$ cat config.mk
export PLATFORM = sky130hd
export DESIGN_NAME = spare_obs_reader_flat
export DESIGN_NICKNAME = d
export VERILOG_FILES = /design/src/rtl/spare_obs_pkg.sv /design/src/rtl/spare_obs_reader_if.sv /design/src/rtl/spare_obs_shreg.sv /design/src/rtl/spare_obs_reader.sv /design/src/flat_wrapper.sv
export SDC_FILE = /design/constraint.sdc
export NUM_CORES = 1
export LEC_CHECK = 0
export ABC_AREA = 1
export BUFFER_PORTS_ARGS = -buffer_cell sky130_fd_sc_hd__clkbuf_2
export CORE_MARGIN = 3
export CORE_UTILIZATION = 53
export CTS_CLUSTER_DIAMETER = 120
export DETAILED_ROUTE_END_ITERATION = 6
export GPL_TIMING_DRIVEN = 0
export PLACE_DENSITY = 0.74
export SYNTH_ARGS = -nofsm -noshare
export SYNTH_HDL_FRONTEND = slang
export SYNTH_SLANG_ARGS = --single-unit
$ cat constraint.sdc
create_clock -name clk -period 1.6 [get_ports clk]
set_clock_uncertainty 0.05 [all_clocks]
set_input_delay 0.32 -clock clk [delete_from_list [all_inputs] [get_ports clk]]
set_output_delay 0.32 -clock clk [all_outputs]
set_load 0.05 [all_outputs]
$ cat src/rtl/spare_obs_pkg.sv
// Shared types and helpers for the spare-cell observation reader.
// Holds the FSM state type, default frame header and frame-length helper.
package spare_obs_pkg;

    typedef enum logic [1:0] {
        StIdle  = 2'd0,
        StShift = 2'd1,
        StDone  = 2'd2
    } state_t;

    localparam int unsigned HDR_W       = 4;
    localparam logic [3:0]  HDR_DEFAULT = 4'hA;

    // Header + one bit per spare flop + parity bit.
    function automatic int unsigned f_len(input int unsigned n);
        return HDR_W + n + 1;
    endfunction

endpackage

$ cat src/rtl/spare_obs_reader_if.sv
// Per-bit valid/ready serial link from the reader to the test/debug collector.
// The reader is the master; the collector drives ser_ready.
interface spare_obs_reader_if;
    logic ser_valid;
    logic ser_data;
    logic ser_last;
    logic ser_ready;

    modport master (
        output ser_valid,
        output ser_data,
        output ser_last,
        input  ser_ready
    );

    modport slave (
        input  ser_valid,
        input  ser_data,
        input  ser_last,
        output ser_ready
    );
endinterface

$ cat src/rtl/spare_obs_shreg.sv
// Loadable parallel-in/serial-out frame register, MSB first.
// Holds its contents unless a shift is requested, so data stays stable under backpressure.
module spare_obs_shreg #(
    parameter int unsigned Width = 9
) (
    input  logic             clk,
    input  logic             resetn,
    input  logic             i_load,
    input  logic [Width-1:0] i_data,
    input  logic             i_shift,
    output logic             o_bit
);

    logic [Width-1:0] r_sr;

    always_ff @(posedge clk or negedge resetn) begin
        if (!resetn) begin
            r_sr <= '0;
        end else if (i_load) begin
            r_sr <= i_data;
        end else if (i_shift) begin
            r_sr <= {r_sr[Width-2:0], 1'b0};
        end
    end

    assign o_bit = r_sr[Width-1];

endmodule

$ cat src/rtl/spare_obs_reader.sv
// Snapshots the spare flops on request, checks them against their tie-off value and
// streams a framed record {HDR, snapshot, parity} out over a per-bit valid/ready link.
module spare_obs_reader
    import spare_obs_pkg::*;
#(
    parameter int unsigned        N_SPARE = 4,
    parameter logic [N_SPARE-1:0] EXP_Q   = '0,
    parameter logic [3:0]         HDR     = HDR_DEFAULT
) (
    input  logic               clk,
    input  logic               resetn,
    input  logic               cap_req,
    input  logic [N_SPARE-1:0] spare_q,
    input  logic [N_SPARE-1:0] spare_qb,
    input  logic               clr_sticky,
    spare_obs_reader_if.master ser,
    output logic               busy,
    output logic               done,
    output logic               mismatch,
    output logic               overrun
);

    localparam int unsigned     FLen    = f_len(N_SPARE);
    localparam int unsigned     CntW    = $clog2(FLen);
    localparam logic [CntW-1:0] CntLast = CntW'(FLen - 1);

    state_t            r_state;
    state_t            w_state_nxt;
    logic [CntW-1:0]   r_cnt;
    logic [CntW-1:0]   w_cnt_nxt;
    logic              r_valid;
    logic              r_busy;
    logic              r_done;
    logic              r_mismatch;
    logic              r_overrun;
    logic              w_capture;
    logic              w_xfer;
    logic              w_mis_set;
    logic              w_ovr_set;
    logic [FLen-1:0]   w_frame;

    always_comb begin
        w_state_nxt = r_state;
        w_cnt_nxt   = r_cnt;
        w_capture   = 1'b0;
        w_xfer      = 1'b0;
        unique case (r_state)
            StIdle: begin
                if (cap_req) begin
                    w_capture   = 1'b1;
                    w_state_nxt = StShift;
                    w_cnt_nxt   = '0;
                end
            end
            StShift: begin
                if (r_valid && ser.ser_ready) begin
                    w_xfer = 1'b1;
                    if (r_cnt == CntLast) begin
                        w_state_nxt = StDone;
                        w_cnt_nxt   = '0;
                    end else begin
                        w_cnt_nxt = r_cnt + 1'b1;
                    end
                end
            end
            StDone: begin
                w_state_nxt = StIdle;
            end
            default: begin
                w_state_nxt = StIdle;
            end
        endcase
    end

    assign w_frame   = {HDR, spare_q, ^spare_q};
    // Both checks are taken only at the capture edge, on the live inputs.
    assign w_mis_set = w_capture && ((spare_q != EXP_Q) || (spare_q != ~spare_qb));
    assign w_ovr_set = cap_req && (r_state != StIdle);

    always_ff @(posedge clk or negedge resetn) begin
        if (!resetn) begin
            r_state    <= StIdle;
            r_cnt      <= '0;
            r_valid    <= 1'b0;
            r_busy     <= 1'b0;
            r_done     <= 1'b0;
            r_mismatch <= 1'b0;
            r_overrun  <= 1'b0;
        end else begin
            r_state    <= w_state_nxt;
            r_cnt      <= w_cnt_nxt;
            r_valid    <= (w_state_nxt == StShift);
            r_busy     <= (w_state_nxt != StIdle);
            r_done     <= (w_state_nxt == StDone);
            r_mismatch <= w_mis_set | (r_mismatch & ~clr_sticky);
            r_overrun  <= w_ovr_set | (r_overrun & ~clr_sticky);
        end
    end

    spare_obs_shreg #(
        .Width (FLen)
    ) u_shreg (
        .clk     (clk),
        .resetn  (resetn),
        .i_load  (w_capture),
        .i_data  (w_frame),
        .i_shift (w_xfer),
        .o_bit   (ser.ser_data)
    );

    assign ser.ser_valid = r_valid;
    assign ser.ser_last  = (r_cnt == CntLast);
    assign busy          = r_busy;
    assign done          = r_done;
    assign mismatch      = r_mismatch;
    assign overrun       = r_overrun;

endmodule

$ cat src/flat_wrapper.sv
// flat-port wrapper written by rule: the top's interface ports become plain ports
module spare_obs_reader_flat import spare_obs_pkg::*;
#(
    parameter int unsigned        N_SPARE = 4,
    parameter logic [N_SPARE-1:0] EXP_Q   = '0,
    parameter logic [3:0]         HDR     = HDR_DEFAULT
)
  (clk, resetn, cap_req, spare_q, spare_qb, clr_sticky, busy, done, mismatch, overrun, ser_ser_valid, ser_ser_data, ser_ser_last, ser_ser_ready);
  spare_obs_reader_if ser_i ();
  input  logic clk;
  input  logic resetn;
  input  logic cap_req;
  input  logic [N_SPARE-1:0] spare_q;
  input  logic [N_SPARE-1:0] spare_qb;
  input  logic clr_sticky;
  output logic busy;
  output logic done;
  output logic mismatch;
  output logic overrun;
  output wire logic [$bits(ser_i.ser_valid)-1:0] ser_ser_valid;
  output wire logic [$bits(ser_i.ser_data)-1:0] ser_ser_data;
  output wire logic [$bits(ser_i.ser_last)-1:0] ser_ser_last;
  input wire logic [$bits(ser_i.ser_ready)-1:0] ser_ser_ready;
  assign ser_ser_valid = ser_i.ser_valid;
  assign ser_ser_data = ser_i.ser_data;
  assign ser_ser_last = ser_i.ser_last;
  assign ser_i.ser_ready = ser_ser_ready;
  spare_obs_reader #(.N_SPARE(N_SPARE), .EXP_Q(EXP_Q), .HDR(HDR)) u_core (.clk(clk), .resetn(resetn), .cap_req(cap_req), .spare_q(spare_q), .spare_qb(spare_qb), .clr_sticky(clr_sticky), .ser(ser_i), .busy(busy), .done(done), .mismatch(mismatch), .overrun(overrun));
endmodule
### After elaboration in Yosys (flattened, before gate mapping)

Cells that the tools add are included.

| operators by class | value |
|---|---|
| multiplexer cells | 14 |
| reductions and logical operators | 12 |
| bitwise operators | 6 |
| eq/ne operators | 7 |
| add/sub/neg operators | 1 |

Operators with widths:

| kind | count |
|---|---|
| $mux 9 | 2 |
| $mux 4 | 3 |
| $pmux 4 s2 | 1 |
| $reduce_bool 2->1 | 4 |
| $mux 2 | 3 |
| $add 4x1->4 const B | 1 |
| $eq 2x1->1 const B | 2 |
| $eq 4x4->1 const B | 1 |
| $mux 1 | 4 |
| $ne 4x4->1 | 1 |
| $not 4->4 | 1 |
| $pmux 2 s2 | 1 |
| $reduce_bool 4->1 | 1 |
| $reduce_xor 4->1 | 1 |
| $logic_and 1x1->1 | 3 |
| $reduce_and 3->1 | 1 |
| $and 1x1->1 | 2 |
| $eq 2x2->1 const B | 1 |
| $logic_not 2->1 | 1 |
| $ne 2x1->1 const B | 1 |
| $ne 2x2->1 const B | 1 |
| $or 1x1->1 | 2 |
| $logic_or 1x1->1 | 1 |
| $not 1->1 | 1 |

| storage, ports and cells | value |
|---|---|
| output and inout port bits | 7 |
| register bits | 20 |
| logic and storage cells | 48 |
| bits of input ports | 13 |

### Logic depth before layout (Yosys ltp)

Gate-level depths: netlist (run 1).

| depth | value |
|---|---|
| depth after elaboration | 5 |
| depth in mapped cells | 7 |

### By module

Synthesis (run 1) repeated with hierarchy kept, for this count alone.

| unflattened totals | value |
|---|---|
| cells, all modules | 130 |
| area, all modules | 1057.3 um^2 |

Modules (own cells, without submodules):

| module | seq. area each (um^2) | instances | area each (um^2) | cells each |
|---|---|---|---|---|
| spare_obs_reader | 275.3 | 1 | 646.9 | 82 |
| spare_obs_shreg | 225.2 | 1 | 410.4 | 48 |

### Least setup slack after synthesis (run 1)

No wires, ideal clock.

| timing | value |
|---|---|
| path type | register to register |
| from | register u_core.r_cnt[0] |
| to | register u_core.r_cnt[0] |
| cell stages (with the launch flop) | 8 |
| required time | 1432 ps |
| buffers on the path | 0 |
| arrival | 1293 ps |
| slack | 138 ps |
| path through | dfrtp_1 > inv_1 > ha_1 > nand3_1 > inv_1 > nor2_2 > nand2_1 > o21ai_2 |

| on the way | value |
|---|---|
| longest elaborated chain between the ends | 4 |

Ends and longest elaborated chain:

| item | RTL line | text |
|---|---|---|
| from (decl) | spare_obs_reader.sv:29 | `logic [CntW-1:0] r_cnt;` |
| from (signal assigned) | spare_obs_reader.sv:91 | `r_cnt <= w_cnt_nxt;` |
| $eq 4x4->1 | n/a |  |
| via ser_ser_last | flat_wrapper.sv:22 | `output wire logic [$bits(ser_i.ser_last)-1:0] ser_ser_last;` |
| $mux 4 | spare_obs_reader.sv:58 | `if (r_cnt == CntLast) begin` |
| $mux 4 | spare_obs_reader.sv:56 | `if (r_valid && ser.ser_ready) begin` |
| $pmux 4 s2 | spare_obs_reader.sv:47 | `unique case (r_state)` |

The timed path passes the listed nets, and every way through them passes these cells. The select of a mux whose other input is x is not followed.
A chain may end at the register's enable or synchronous reset.

### Worst setup path in the final report (run 1)

| timing | value |
|---|---|
| from | register u_core.r_cnt[1] |
| to | output port ser_ser_last |

| on the way | value |
|---|---|
| longest elaborated chain between the ends | 1 |

Ends and longest elaborated chain:

| item | RTL line | text |
|---|---|---|
| $eq 4x4->1 | spare_obs_reader.sv:112 | `assign ser.ser_last = (r_cnt == CntLast);` |
| to (decl) | flat_wrapper.sv:22 |  |

No other way between the ends.

==> impl_metrics.json, run 1 <==
{
  "status": "finished with violations",
  "failed_checks": "negative setup slack",
  "total_power_mw": 2.055,
  "global_route.usage.total_pct": 19.22,
  "yosysUniqueCellTypes": 21,
  "min_period_over_period_pct": 100.5,
  "post_synth_main_area_contributors": "sky130_fd_sc_hd__dfrtp_1 (48%), sky130_fd_sc_hd__nand2_1 (11%), sky130_fd_sc_hd__inv_1 (6.1%)",
  "synth_area_per_cell_um2": 8.908,
  "finalHoldViolCount": 0,
  "detail_route.iter0.violations": 23,
  "detail-route-antenna-nets": 0,
  "nets": 165,
  "core_area_mm2": 0.001783,
  "grt_pass1_wl_um": 3698,
  "timing_max_transition_violations_final": 0,
  "finalSetupViolCount": 1,
  "static_leakage_nw": 0.6896,
  "maximum_number_of_pins_on_one_net_before_global_route_repair": 21,
  "yosysTopAreaCell": "sky130_fd_sc_hd__dfrtp_1",
  "stdcell_area_mm2": 0.001308,
  "hold_path_class": "input port to register",
  "detail_route.drc_violations": 0,
  "ys_seq_elements": 20,
  "port_buffers": 19,
  "dp_hpwl_um": 1461,
  "sequential_element_share_of_the_synthesized_area_pct": 48.02,
  "finalWorstSetupSlack_ps": -7.856,
  "mappedNetlistNets": 134,
  "hold_ws_ps": 200.0,
  "initial_utilization_pct": 58.46,
  "num_vias": 837,
  "via_count_of_the_first_global_routing_pass": 832,
  "end_kind": "primary output",
  "mostFrequentLayoutCells": "sky130_fd_sc_hd__nand2_1 (31), sky130_fd_sc_hd__dfrtp_1 (20), sky130_fd_sc_hd__clkbuf_2 (18), sky130_fd_sc_hd__inv_1 (14), sky130_fd_sc_hd__nor2_1 (8)",
  "layoutNonFillerInstCount": 172,
  "grt.met3_usage_pct": 2.967,
  "final.min_clock_period_ps": 1608,
  "postPlaceCellArea_mm2": 0.001169,
  "max_slew.worst_pin.slew_ps": 506.6,
  "io-pin-count": 20,
  "fillerInstances": 133,
  "slew-limit-headroom_pct": 66.22,
  "drt_wl_total_um": 2227,
  "grt_most_used_layer": "met2",
  "design.die.area_mm2": 0.002535,
  "crit_arrival_ps": 1240,
  "netlist_area_mm2": 0.001042,
  "rows": 15,
  "wl_per_cell_um": 12.95,
  "cell_by_cell_trace_of_the_critical_path": "inv_2 -> ha_4 -> nand3_4 -> inv_4 -> clkbuf_16",
  "power.ir.vdd_worst_v": 0.001031,
  "cap_violations": 0,
  "cts_max_path_buffers": 2,
  "worst-endpoint-required_ps": 1230,
  "insertedDiodeCount": 0,
  "cts_buffers": 3,
  "htree_levels": 1,
  "clkSlewWorstSetupHoldPaths_ps": 120,
  "start_kind": "register",
  "dieWidth_um": 50.35,
  "met2_usage_in_global_routing_pct": 32.83,
  "syn_inst": 117,
  "antenna_found_initial": 0,
  "place.detailed.instances": 161,
  "rsz_0062_raised_after_global_routing": "yes",
  "die-height_um": 50.35,
  "ctsRootBufferMaster": "sky130_fd_sc_hd__clkbuf_4",
  "critPathMaxFanout": 2,
  "most_common_library_cell_in_the_layout_ignoring_fill_and_taps": "sky130_fd_sc_hd__nand2_1",
  "synth.yosys.warnings": 0,
  "fmaxAchievable_ghz": 0.6219,
  "layout-drive-gt1-share_pct": 36.73,
  "clk_latency_ps": 300,
  "drt-vias-per-instance": 4.866,
  "gr-total-overflow": 0,
  "grt_util_met1_pct": 24.04,
  "critPathKind": "register to primary output",
  "power.density_mw_per_mm2": 1572,
  "critical-path-slowest-cell": "sky130_fd_sc_hd__dfrtp_1",
  "cp_top_family": "flip-flops",
  "path_buf_inv": 3,
  "drtPass1Iterations": 4,
  "multi_input_comb_area_um2": 469.2,
  "area_delta_synth_final_pct": 25.45,
  "crit_path_max_incr_delay_ps": 410,
  "synth_top_cell_area_share_pct": 48.02,
  "place_congestion": 0.8505,
  "cts_tree": "done",
  "area.sequential_um2": 500.5,
  "numClockSinks": 20
}
[final timing paths]
path	from	endpoint	slack [ps]	depth (start not counted)
setup / recovery	u_core.r_cnt[1]	ser_ser_last	-8	5
hold / removal	clr_sticky	u_core.mismatch	200	4
setup reg to reg	u_core.r_cnt[1]	u_core.r_state[0]	300	6
hold reg to reg	u_core.mismatch	u_core.mismatch	440	2
max in group asynchronous	resetn	u_core.u_shreg.r_sr[7]	700	2
min in group asynchronous	resetn	u_core.ser.ser_valid	460	2
[cells in the mapped netlist]
| cell | instances |
|---|---|
| sky130_fd_sc_hd__ha_1 | 4 |
| sky130_fd_sc_hd__nor2_1 | 8 |
| sky130_fd_sc_hd__nand4_4 | 1 |
| sky130_fd_sc_hd__inv_2 | 2 |
| sky130_fd_sc_hd__nor2_2 | 2 |
| sky130_fd_sc_hd__xnor2_1 | 1 |
| sky130_fd_sc_hd__a21oi_1 | 3 |
| sky130_fd_sc_hd__dfrtp_1 | 20 |
| sky130_fd_sc_hd__a22oi_2 | 1 |
| sky130_fd_sc_hd__nand2_4 | 2 |
| sky130_fd_sc_hd__nand2_1 | 31 |
| sky130_fd_sc_hd__nand3_1 | 3 |
| sky130_fd_sc_hd__o21ai_0 | 5 |
| sky130_fd_sc_hd__o21ai_2 | 7 |
| sky130_fd_sc_hd__inv_1 | 17 |
| sky130_fd_sc_hd__o21ai_1 | 1 |
| sky130_fd_sc_hd__o22ai_1 | 2 |
| sky130_fd_sc_hd__xor2_1 | 2 |
| sky130_fd_sc_hd__buf_8 | 1 |
| sky130_fd_sc_hd__buf_6 | 1 |
| sky130_fd_sc_hd__nand2_2 | 3 |
[timing repair]
action,CTS,global route
buffers inserted,6,0
pin swaps,1,1
endpoints found under the hold margin,20,0
hold buffers,1,0
resized for setup,9,2
endpoints found under the setup margin,1,1
[tightest hold or removal path, delay by kind of cell]
family                 cells  cell delay (ps)
AND/OR/NAND/NOR            2               90
buffers and inverters      2              110
[per-layer routing]
metal / routed length (um) / vias up
met2: 1164 / 19
met4: 34 / 0
met3: 75 / 5
li1: - / 423
met1: 952 / 390
met5: 0 / -
[cell type report]
class / instances / area share [%]
inverter: 19 / 5.646
tap: 25 / 2.392
multi-input combinational: 76 / 35.89
timing repair buffer: 26 / 13.01
buffer: 2 / 2.010
clock buffer: 4 / 2.775
sequential: 20 / 38.28
[logic make-up after synthesis]
| family | count (synthesis) | share of synthesized area [%] |
|---|---|---|
| and+or+nand+nor | 50 | 22.69 |
| buffers and inverters | 21 | 9.363 |
| DFF | 20 | 48.02 |
| AOI/OAI and AO/OA | 19 | 12.60 |
| adders and majority gates | 4 | 4.802 |
| xor gates and xnor gates | 3 | 2.521 |
[where the power goes]
group          switching (mW)  internal (mW)
logic                   0.620          0.375
clock network           0.158          0.139
registers               0.101          0.663
[registers in the layout, summed over array words and instances, names as in the netlist]
register              count
u_core.busy               1
u_core.mismatch           1
u_core.overrun            1
u_core.u_shreg.r_sr       9
u_core.done               1
u_core.ser.ser_valid      1
u_core.r_cnt              4
u_core.r_state            2
[metrics by stage]
| step | util [%] | setup TNS, ps | worst slack, ps |
|---|---|---|---|
| 6_report | 73.33 | -7.856 | -7.856 |
| 4_1_cts | 72.77 | 0 | 6.173 |
| 5_1_grt | 73.33 | -72.15 | -72.15 |
| 2_1_floorplan | - | 0 | 138.1 |
| 3_5_place_dp | 65.54 | 0 | 72.68 |
| 3_3_place_gp | 65.54 | 0 | 98.56 |
Note: power is estimated with default switching activity, not from simulation.
==> run 2, diff against run 1 <==
--- a/config.mk
+++ b/config.mk
@@ -6,13 +6,14 @@
 export NUM_CORES = 1
 export LEC_CHECK = 0
 export ABC_AREA = 1
-export BUFFER_PORTS_ARGS = -buffer_cell sky130_fd_sc_hd__clkbuf_2
 export CORE_MARGIN = 3
-export CORE_UTILIZATION = 53
+export CORE_UTILIZATION = 60
 export CTS_CLUSTER_DIAMETER = 120
 export DETAILED_ROUTE_END_ITERATION = 6
+export DONT_BUFFER_PORTS = 1
 export GPL_TIMING_DRIVEN = 0
-export PLACE_DENSITY = 0.74
+export PLACE_DENSITY = 0.73
+export SKIP_LAST_GASP = 1
 export SYNTH_ARGS = -nofsm -noshare
 export SYNTH_HDL_FRONTEND = slang
 export SYNTH_SLANG_ARGS = --single-unit
==> impl_metrics.json, run 2 (synthesis results as in run 1) <==
{
  "status": "finished with violations",
  "failed_checks": "negative setup slack",
  "cts_tree": "done",
  "design.die.area_mm2": 0.002273,
  "cts_max_path_buffers": 2,
  "rsz_0062_raised_after_global_routing": "yes",
  "final.min_clock_period_ps": 1622,
  "hold_path.startpoint": "cap_req",
  "finalHoldViolCount": 0,
  "clk_latency_ps": 290,
  "dieWidth_um": 47.68,
  "max_ffs_per_register": 9,
  "power.density_mw_per_mm2": 1667,
  "place_congestion": 0.7427,
  "detail-route-antenna-nets": 0,
  "port_buffers": 0,
  "global_route.usage.total_pct": 21.68,
  "drt_wl_total_um": 2093,
  "crit-reg2reg-launch": "u_core.r_cnt[1]",
  "core_area_mm2": 0.001577,
  "grt_pass1_wl_um": 3360,
  "reg2reg_slack_ps": 60,
  "htree_levels": 1,
  "drtPass1Iterations": 4,
  "crit_arrival_ps": 1250,
  "mostFrequentLayoutCells": "sky130_fd_sc_hd__nand2_1 (31), sky130_fd_sc_hd__dfrtp_1 (20), sky130_fd_sc_hd__inv_1 (14), sky130_fd_sc_hd__nor2_1 (8), sky130_fd_sc_hd__buf_4 (8)",
  "antenna_found_initial": 0,
  "nets": 148,
  "worst-endpoint-required_ps": 1230,
  "clkSlewWorstSetupHoldPaths_ps": 110,
  "detail_route.drc_violations": 0,
  "power.ir.vdd_worst_v": 0.001087,
  "initial_utilization_pct": 66.11,
  "via_count_of_the_first_global_routing_pass": 845,
  "static_leakage_nw": 0.6056,
  "slew-limit-headroom_pct": 39.79,
  "min_period_over_period_pct": 101.4,
  "numClockSinks": 20,
  "end_kind": "primary output",
  "wl_per_cell_um": 14.34,
  "max_slew.worst_pin.slew_ps": 900.1,
  "biggestRegsByFlops": "u_core.u_shreg.r_sr (9), u_core.r_cnt (4), u_core.r_state (2)",
  "ctsRootBufferMaster": "sky130_fd_sc_hd__clkbuf_4",
  "r2r-end": "u_core.r_cnt[3]",
  "timing_max_transition_violations_final": 0,
  "hold_path_class": "input port to register",
  "fmaxAchievable_ghz": 0.6164,
  "worstHoldPathCells": 2,
  "insertedDiodeCount": 0,
  "io-pin-count": 20,
  "area_delta_synth_final_pct": 14.89,
  "hold_path_end": "u_core.overrun",
  "layout-drive-gt1-share_pct": 28.46,
  "critPathKind": "register to primary output",
  "cap_violations": 0,
  "drt-vias-per-instance": 5.596,
  "finalWorstSetupSlack_ps": -22.30,
  "start_kind": "register",
  "rows": 14,
  "most_common_library_cell_in_the_layout_ignoring_fill_and_taps": "sky130_fd_sc_hd__nand2_1",
  "detail_route.iter0.violations": 9,
  "registers.top_by_ff_count": "u_core.u_shreg.r_sr",
  "finalSetupViolCount": 1,
  "critPathMaxFanout": 2,
  "worstRegToRegCells": 7,
  "num_vias": 817,
  "maximum_number_of_pins_on_one_net_before_global_route_repair": 21,
  "setup_tns_ps": -22.30,
  "dp_hpwl_um": 1356,
  "detailedPlace.worstSlack_ps": -18.78,
  "die-height_um": 47.68,
  "cts_buffers": 3,
  "gr-total-overflow": 0
}
[run 2: cell types whose count changed in the layout (fill, tap and decap cells not counted), sizes merged]
cell and delta:
clkbuf -19, inv -1, buf +2, clkinvlp +1
[run 2: how the worst max path moves through the flow]
stage,from,to,slack [ps]
final,u_core.r_cnt[1],ser_ser_last,-20
after global routing,u_core.r_cnt[1],ser_ser_last,-100
after CTS,u_core.r_cnt[0],ser_ser_last,8
after detailed placement,u_core.r_cnt[0],u_core.r_cnt[2],-20
after global placement,u_core.r_cnt[0],u_core.r_cnt[0],50
after floorplan,u_core.r_cnt[0],u_core.r_cnt[0],140
[run 2: routing by layer]
metal  up-vias  part of all wire, %  global-route usage [%]
met5         -                    0                       0
met4         0                  4.6                   12.90
met2        35                   52                   39.31
met1       382                   38                   23.06
met3        12                  5.3                   3.759
li1        388                    -                       -
[run 2: layout make-up]
class,count,area [um2]
Sequential cell,20,500.5
Multi-Input combinational cell,76,469.2
Fill cell,119,379.1
Inverter,19,75.07
Timing Repair Buffer,9,70.07
Clock buffer,4,36.28
Buffer,2,26.28
Tap cell,16,20.02
[run 2: worst max-delay path, stage by stage (launching register included)]
cell and delay (ps):
sky130_fd_sc_hd__dfrtp_1 390, sky130_fd_sc_hd__inv_2 70, sky130_fd_sc_hd__ha_4 160, sky130_fd_sc_hd__nand3_4 60
sky130_fd_sc_hd__clkinvlp_4 270
[run 2: power by group]
part	internal, mW	switching [mW]	leakage [nW]	total (mW)
registers	0.661	0.276	0.249	0.937
clock network	0.139	0.152	0.0210	0.290
logic	0.347	0.422	0.335	0.768
total	1.15	0.850	0.606	2.00
[run 2: repair_timing]
| item | CTS | global route |
|---|---|---|
| pin swaps | 1 | 1 |
| cloned | 0 | 0 |
| setup buffers | 5 | 3 |
| gates resized for setup | 7 | 0 |
| hold buffers | 1 | 0 |
| hold endpoints to repair | 20 | 0 |
| endpoints found under the setup margin | 4 | 2 |
[run 2: stage by stage]
| stage | instance area, um2 | std cells | utilization [%] | power [mW] | hold slack (ps) |
|---|---|---|---|---|---|
| 6_report | 1197 | 146 | 75.95 | 1.996 | 102.0 |
| 5_1_grt | 1197 | 146 | 75.95 | 2.144 | 100.2 |
| 4_1_cts | 1175 | 143 | 74.52 | 1.948 | 112.7 |
| 3_5_place_dp | 1062 | 133 | 67.38 | 1.523 | -25.17 |
| 3_3_place_gp | 1062 | 133 | 67.38 | 1.493 | -25.20 |
| 2_1_floorplan | 1042 | 117 | - | 1.410 | -25.59 |
